## config.mk

```make
export PLATFORM = sky130hd
export DESIGN_NAME = imm_extend_unit
export DESIGN_NICKNAME = d
export VERILOG_FILES = /design/src/rtl/imm_extend_unit.sv
export SDC_FILE = /design/constraint.sdc
export NUM_CORES = 1
export LEC_CHECK = 0
export ABC_CLOCK_PERIOD_IN_PS = 5880
export BUFFER_PORTS_ARGS = -buffer_cell sky130_fd_sc_hd__buf_2
export CORE_MARGIN = 2
export CORE_UTILIZATION = 59
export CTS_BUF_LIST = sky130_fd_sc_hd__clkbuf_2 sky130_fd_sc_hd__clkbuf_4 sky130_fd_sc_hd__clkbuf_8
export DETAILED_ROUTE_END_ITERATION = 12
export GPL_TIMING_DRIVEN = 0
export PLACE_DENSITY = 0.83
export SLEW_MARGIN = 20
export SYNTH_ARGS = -nofsm -noshare
export SYNTH_HDL_FRONTEND = slang
export SYNTH_SLANG_ARGS = --single-unit
```

## constraint.sdc

```tcl
create_clock -name i_clk -period 5.88 [get_ports i_clk]
set_clock_uncertainty 0.1 [all_clocks]
set_input_delay 0.588 -clock i_clk [delete_from_list [all_inputs] [get_ports i_clk]]
set_output_delay 0.588 -clock i_clk [all_outputs]
set_load 0.05 [all_outputs]
```

## src/rtl/imm_extend_unit.sv

```systemverilog
// Immediate extension unit: combinational sign/zero/upper/branch/shamt extension
// feeding a 2-entry output FIFO with valid/ready handshakes on both sides.
module imm_extend_unit #(
    parameter int IN_SIZE    = 16,
    parameter int OUT_SIZE   = 32,
    parameter int SHAMT_LSB  = 6,
    parameter int SHAMT_SIZE = 5
) (
    input  logic                i_clk,
    input  logic                i_reset,
    input  logic                i_flush,
    input  logic                i_valid,
    output logic                o_ready,
    input  logic [IN_SIZE-1:0]  i_imm,
    input  logic [2:0]          i_mode,
    output logic                o_valid,
    input  logic                i_ready,
    output logic [OUT_SIZE-1:0] o_data,
    output logic                o_illegal
);

    typedef struct packed {
        logic                illegal;
        logic [OUT_SIZE-1:0] data;
    } entry_t;

    logic [OUT_SIZE-1:0] ext_sign;
    entry_t              ext;
    entry_t              ent0, ent1;   // ent0 is always the oldest entry
    logic [1:0]          count;
    logic                push, pop;

    assign ext_sign = {{(OUT_SIZE-IN_SIZE){i_imm[IN_SIZE-1]}}, i_imm};

    always_comb begin
        ext = '0;
        case (i_mode)
            3'b000:  ext.data = ext_sign;
            3'b001:  ext.data = {{(OUT_SIZE-IN_SIZE){1'b0}}, i_imm};
            3'b010:  ext.data = {i_imm, {(OUT_SIZE-IN_SIZE){1'b0}}};
            3'b011:  ext.data = ext_sign << 2;
            3'b100:  ext.data = OUT_SIZE'(i_imm[SHAMT_LSB+SHAMT_SIZE-1:SHAMT_LSB]);
            default: ext.illegal = 1'b1;
        endcase
    end

    assign o_ready = (count < 2'd2);
    assign o_valid = (count != 2'd0);
    assign push    = i_valid && o_ready && !i_flush;
    assign pop     = o_valid && i_ready && !i_flush;

    always_ff @(posedge i_clk or posedge i_reset) begin
        if (i_reset) begin
            count <= 2'd0;
            ent0  <= '0;
            ent1  <= '0;
        end else if (i_flush) begin
            count <= 2'd0;
            ent0  <= '0;
            ent1  <= '0;
        end else if (push && pop) begin
            // push+pop only possible at count 1 (o_ready is low at 2)
            ent0 <= ext;
        end else if (push) begin
            count <= count + 2'd1;
            if (count == 2'd0) ent0 <= ext;
            else               ent1 <= ext;
        end else if (pop) begin
            count <= count - 2'd1;
            ent0  <= ent1;
            ent1  <= '0;
        end
    end

    assign o_data    = o_valid ? ent0.data    : '0;
    assign o_illegal = o_valid ? ent0.illegal : 1'b0;

endmodule

```

==> impl_metrics.csv, run 1 <==
group,metric,value,unit
run_status,outcome,"complete, no violations",
cts,clock_sinks,68,
floorplan,die_height,84.8,um
placement,place_inst,535,
route,first_pass_iters,5,
floorplan,coreArea,6350,um2
route,routedWlPerCell,17.6,um
floorplan,die_w,84.8,um
timing,rsz0062_at_grt,"false",
cts,cts_hold_buf,0,
route,dr_wl_met2,4560,um
timing,hold_viol_final,0,
route,drt-initial-drc-count,258,
logic_synthesis,synth_xor_area_frac,0.00227,
setup_path,required,5190,ps
cts,root_buffer,"clkbuf_8",
cts,clkLatencyLatePin,340,ps
job,drv_cap,0,
power,p_leak,2.07,nW
timing,drv_slew,0,
logic_synthesis,synthSimpleGateAreaFrac,0.210,
min_path,hold_path_class,"primary input to async pin",
route,route.met3.wl,545,um
setup_path,startpoint_type,"register",
logic_synthesis,ys_seq_area_frac,0.442,
cts,clk_path_buf_depth,2,
layout,drive_gt1_frac,0.274,
logic_synthesis,synth_ff_type,"dfrtp_1",
logic_synthesis,synth_fp_nets,426,
logic_synthesis,synth_mux_area_frac,0.0789,
route,highest_layer,"met4",
timing,setup_tns,0,ps
grt,grt_max_degree,41,
layout,diodes,0,
placement,dpl.hpwl,6980,um
route,num_vias,3293,
timing,finalCriticalPeriod,3140,ps
logic_synthesis,syn_inst,402,
logic_synthesis,synthTopCellsByCount,"68 x dfrtp_1, 42 x a21oi_1, 34 x and2_1, 32 x nand2_1, 23 x o21ai_0",
logic_synthesis,synthArstFlopShare,1.00,
floorplan,rows,29,
timing,fmaxAchievable,319,MHz
route,antenna_left,0,
cts,cts_resized,0,
timing,slew_headroom,0.433,
power,powerDensity,240,nW/um2
setup_path,arrival,2450,ps
layout,stdcell_count,551,
setup_path,critPathKind,"register to output port",
logic_synthesis,netlist_area,3850,um2
grt,grt_pass1_wl,15700,um
grt,antenna_found_initial,0,
logic_synthesis,synth_seq_cells,68,
power,irDropWorstVdd,165,uV
timing,finalHoldWorstSlack,116,ps
logic_synthesis,yosys.cell_types.count,43,
logic_synthesis,yosysWarnings,0,
logic_synthesis,yosysMostFrequentCell,"dfrtp_1",
logic_synthesis,synth_compound_area_frac,0.221,
route,drc,0,
layout,area_delta_synth_final,14.9,%
logic_synthesis,synthTopCellsByArea,"dfrtp_1 44%, and2_1 5.5%, a21oi_1 5.5%",
floorplan,num_io_pins,59,
cts,post_cts_buffers,0,
placement,gp_congestion,0.955,
floorplan,initial_core_util,0.607,
layout,nets,493,
grt,first_global_vias,3232,
logic_synthesis,synth_edf_count,0,
logic_synthesis,yosysTopAreaCell,"dfrtp_1",
cts,cts_tree,"built",
cts,numCtsBuffers,9,
timing,min_period_over_period,0.534,
layout,utilization,0.697,
timing,finalSetupViolCount,0,
cts,cts.htree.levels,3,
floorplan,die_area,7190,um2
grt,grt_usage,0.282,
grt,grt_overflow,0,
route,vias_per_cell,5.98,
logic_synthesis,synth_top_area_frac,0.442,
route,wl_met1,4320,um
placement,io_buffers,55,
timing,worst_slew_pin_slew,847,ps
setup_path,crit_fanout,10,
setup_path,cp-end-kind,"output port",
logic_synthesis,synth_top_family_by_area,"compound AO/OA/AOI/OAI gates",
logic_synthesis,avgSynthCellArea,9.58,um2
cts,path_clk_slew,80,ps
route,totalWireLength,9700,um
logic_synthesis,synthAdderAreaFrac,0,
==> registers in the layout, indices dropped and copies added (netlist names) <==
signal  flops
count       2
ent0       33
ent1       33
==> cells by family (layout without fill, tap and decap cells) <==
group | count (synthesis) | after routing
multiplexers | 27 | 27
AO/OA/AOI/OAI | 127 | 127
flip-flops | 68 | 68
buffers and inverters | 35 | 107
AND/OR/NAND/NOR | 144 | 144
XOR/XNOR | 1 | 1
==> layout make-up <==
cell class	instances	area, um2
Buffer	32	165
Clock buffer	11	145
Clock inverter	5	36.3
Fill cell	504	1920
Inverter	3	13.8
Multi-Input combinational cell	299	1970
Sequential cell	68	1700
Tap cell	77	96.3
Timing Repair Buffer	56	295
==> metrics by stage <==
step / setup WS [ps] / power, W / instance area [um2]
after floorplan: 3250 / 0.000656 / 3850
final: 2740 / 0.00106 / 4430
after global placement: 2730 / 0.000709 / 4220
after CTS: 2760 / 0.00107 / 4430
after global routing: 2650 / 0.00111 / 4430
after detailed placement: 3160 / 0.000716 / 4250
==> worst paths after layout <==
kind | from | slack (ps) | end | cells after the start
max | count[1]$_DFFE_PP0P_ | 2740 | o_data[16] | 6
min | i_reset | 120 | ent0[9]$_DFFE_PP0P_ | 2
max reg2reg | count[0]$_DFFE_PP0P_ | 3720 | ent1[5]$_DFFE_PP0P_ | 5
min reg2reg | ent0[6]$_DFFE_PP0P_ | 370 | ent0[6]$_DFFE_PP0P_ | 2
max in group asynchronous | i_reset | 5020 | ent1[28]$_DFFE_PP0P_ | 3
min in group i_clk | ent0[6]$_DFFE_PP0P_ | 370 | ent0[6]$_DFFE_PP0P_ | 2
==> cell usage in the layout (no fill, tap or decap), types with 5 or more instances in the layout <==
cell | synthesis | layout
nand2_1 | 32 | 32
and2_1 | 34 | 34
mux2_2 | 15 | 15
o21ai_0 | 23 | 23
clkbuf_8 | 0 | 10
nor2_1 | 21 | 21
a221o_1 | 10 | 10
nand3_1 | 12 | 12
a21oi_2 | 11 | 11
a21oi_1 | 42 | 42
o21ai_2 | 5 | 5
buf_2 | 12 | 67
a21o_1 | 5 | 5
nand2b_1 | 15 | 15
o21ai_1 | 5 | 5
o22a_1 | 7 | 7
dfrtp_1 | 68 | 68
mux2_1 | 12 | 12
clkbuf_1 | 13 | 13
o31ai_1 | 9 | 9
nor2b_1 | 12 | 12
==> critical path, stage by stage (launching register included) <==
cell      delay, ps
dfrtp_1         490
buf_2           270
nor2_1          140
inv_1           200
clkbuf_1        520
and2_1          230
buf_2           260
==> routing by layer <==
layer  vias to the layer above  global-route usage
met1                      1593               0.378
met4                         0               0.126
met2                       123               0.447
li1                       1551                   -
met3                        26              0.0531
met5                         -                   0
==> report_power, final <==
| part | internal (W) | switching, W | total [W] |
|---|---|---|---|
| Sequential | 0.000489 | 0.0000110 | 0.000500 |
| Combinational | 0.0000673 | 0.000141 | 0.000209 |
| Clock | 0.000170 | 0.000184 | 0.000354 |
| Total | 0.000727 | 0.000336 | 0.00106 |
Power figures use the tool's default switching activity.
==> inputs of run 2 (changes only) <==
- ABC_AREA: not set -> 1
- ABC_CLOCK_PERIOD_IN_PS: 5880 -> 2700
- CORE_UTILIZATION: 59 -> 53
- PLACE_DENSITY: 0.83 -> 0.79
- clock period: 5.88 -> 2.7 ns (I/O delays scaled with it)
==> run 2 against run 1 <==
  * Synthesized cell count is 37% higher
  * Flip-flop and latch count unchanged
  * Area after synthesis is 1.3% lower
  * Global-route usage down 1.8 points
  * Utilization down 5.3 points
  * Die area grew 9.4%
  * Largest cell class unchanged
  * Critical path type unchanged
  * Highest routed layer unchanged
  * Sequential share of layout area about the same
  * Total power rose to 2.9 times the previous value
  * Register-to-register slack worse by 2900 ps
  * Combinational power grew to 5.2 times the previous value
  * Final cell count is 30% higher
==> impl_metrics.csv, run 2 <==
group,metric,value,unit
run_status,outcome,"complete, no violations",
grt,grt_max_degree,60,
grt,grt_pass1_wl,16000,um
timing,hold_viol_final,0,
logic_synthesis,yosys.cell_types.count,25,
logic_synthesis,avgSynthCellArea,6.93,um2
setup_path,startpoint_type,"register",
setup_path,arrival,2080,ps
logic_synthesis,synth_mux_area_frac,0,
floorplan,num_io_pins,59,
logic_synthesis,yosysMostFrequentCell,"nand2_1",
layout,diodes,0,
floorplan,die_area,7870,um2
timing,setup_tns,0,ps
logic_synthesis,synthAdderAreaFrac,0,
route,drt-initial-drc-count,316,
floorplan,die_w,88.7,um
cts,cts.htree.levels,3,
layout,layout_commonest_cell,"nand2_1",
logic_synthesis,synthSimpleGateAreaFrac,0.383,
timing,finalWorstSetupSlack,246,ps
logic_synthesis,synth_seq_cells,68,
setup_path,crit_fanout,10,
placement,io_buffers,57,
cts,clock_sinks,68,
grt,use_met1,0.361,
logic_synthesis,netlist_area,3800,um2
cts,numCtsBuffers,9,
cts,root_buffer,"clkbuf_8",
route,num_vias,3679,
power,irDropWorstVdd,524,uV
timing,drv_slew,0,
floorplan,initial_core_util,0.554,
floorplan,die_height,88.7,um
logic_synthesis,ys_seq_area_frac,0.448,
logic_synthesis,synth_fp_nets,573,
logic_synthesis,synthTopCellsByCount,"241 x nand2_1, 68 x dfrtp_1, 50 x nor2_1, 46 x inv_1, 28 x o21ai_1",
grt,first_global_vias,3458,
setup_path,worst-r2r-cell-count,6,
logic_synthesis,synth_edf_count,0,
logic_synthesis,synth_compound_area_frac,0.0724,
power,powerDensity,696,nW/um2
timing,min_period_over_period,0.909,
setup_path,cp-end-kind,"output port",
placement,pre_cts_ws,623,ps
route,vias_per_cell,5.12,
cts,path_clk_slew,70,ps
setup_path,required,2330,ps
logic_synthesis,syn_inst,549,
timing,finalSetupViolCount,0,
layout,utilization,0.644,
min_path,hold_path_class,"primary input to register",
power,p_leak,2.45,nW
layout,final_cell_mix,"241 x nand2_1, 73 x buf_2, 68 x dfrtp_1",
min_path,holdPathStages,4,
timing,slew_headroom,0.580,
logic_synthesis,yosysTopAreaCell,"dfrtp_1",
timing,worst_slew_pin_slew,627,ps
logic_synthesis,synthArstFlopShare,1.00,
floorplan,rows,30,
cts,cts_tree,"built",
logic_synthesis,synth_xor_area_frac,0.00230,
grt,grt.busiest_layer,"met2",
layout,drive_gt1_frac,0.180,
grt,antenna_found_initial,0,
timing,fmaxAchievable,408,MHz
cts,clkLatencyLatePin,340,ps
placement,dpl.hpwl,7240,um
route,totalWireLength,9700,um
route,first_pass_iters,5,
logic_synthesis,synthTopCellsByArea,"dfrtp_1 45%, nand2_1 24%, nor2_1 4.9%",
grt,grt_usage,0.264,
timing,finalCriticalPeriod,2450,ps
layout,area_delta_synth_final,16.4,%
grt,use_met3,0.0354,
placement,gp_congestion,0.963,
logic_synthesis,synth_top_area_frac,0.448,
grt,grt_util_met2,0.412,
layout,top_regs,"ent0 x33, ent1 x33, count x2",
cts,clk_path_buf_depth,2,
logic_synthesis,yosysWarnings,0,
route,drc,0,
logic_synthesis,synth_ff_type,"dfrtp_1",
logic_synthesis,synth_top_family_by_area,"simple AND/OR/NAND/NOR gates",
route,antenna_left,0,
floorplan,coreArea,6870,um2
setup_path,critPathKind,"register to output port",
timing,rsz0062_at_grt,"false",
cts,post_cts_buffers,0,
grt,grt_overflow,0,
job,drv_cap,0,
layout,nets,643,
route,routedWlPerCell,13.5,um
## run 2: changes by cell type in the layout (fill, tap and decap cells not counted), sizes merged, moves of 27 or more
cell / change
a21oi: -48
and2: -34
nor2: +33
mux2: -27
inv: +46
nand2: +214
## run 2: layer usage
| metal | wire (um) | share of wire |
|---|---|---|
| met2 | 4420 | 0.46 |
| met1 | 4390 | 0.45 |
| met3 | 541 | 0.056 |
| met4 | 352 | 0.036 |
| met5 | 0 | 0 |
## run 2: power by group
group / switching (W) / internal, W
logic: 0.000823 / 0.000271
clock network: 0.000361 / 0.000434
registers: 0.0000632 / 0.00113
total: 0.00125 / 0.00183
## run 2: logic make-up after synthesis
family | Yosys count
flops | 68
compound gates | 52
simple gates | 347
buf+inv | 81
xor+xnor | 1
## run 2: path summary, 6_finish.rpt
check,slack [ps],to,startpoint
setup / recovery,250,o_data[17],count[1]$_DFFE_PP0P_
hold / removal,220,ent1[0]$_DFFE_PP0P_,i_ready
setup reg to reg,830,ent1[31]$_DFFE_PP0P_,count[1]$_DFFE_PP0P_
hold reg to reg,380,ent0[17]$_DFFE_PP0P_,ent0[17]$_DFFE_PP0P_
max in group asynchronous,1710,ent0[31]$_DFFE_PP0P_,i_reset
min in group asynchronous,270,ent0[28]$_DFFE_PP0P_,i_reset
## run 2: what timing repair did
action,CTS,global route
resized for setup,0,0
hold endpoints to repair,9,0
hold buffers,1,0
## run 2: through the flow
| step | total power [W] | hold WS, ps | cells | cell area [um2] |
|---|---|---|---|---|
| finish | 0.00308 | 218 | 718 | 4430 |
| global route | 0.00324 | 245 | 718 | 4430 |
| CTS | 0.00309 | 215 | 718 | 4430 |
| detailed placement | 0.00230 | 87.6 | 703 | 4240 |
| global placement | 0.00226 | 362 | 702 | 4210 |
| floorplan | 0.00200 | 336 | 549 | 3800 |
## run 2: layout make-up
class                           instances  area, um2
Inverter                               51        194
Multi-Input combinational cell        400       1740
Clock inverter                          3       40.0
Timing Repair Buffer                   59        323
Fill cell                             643       2440
Sequential cell                        68       1700
Clock buffer                           11        139
Buffer                                 30        170
Tap cell                               96        120
## run 2: critical path: stages (launching register included)
cell and delay [ps]:
dfrtp_1 420, nor2_1 500, clkbuf_1 500, nor2_1 90
buf_2 230
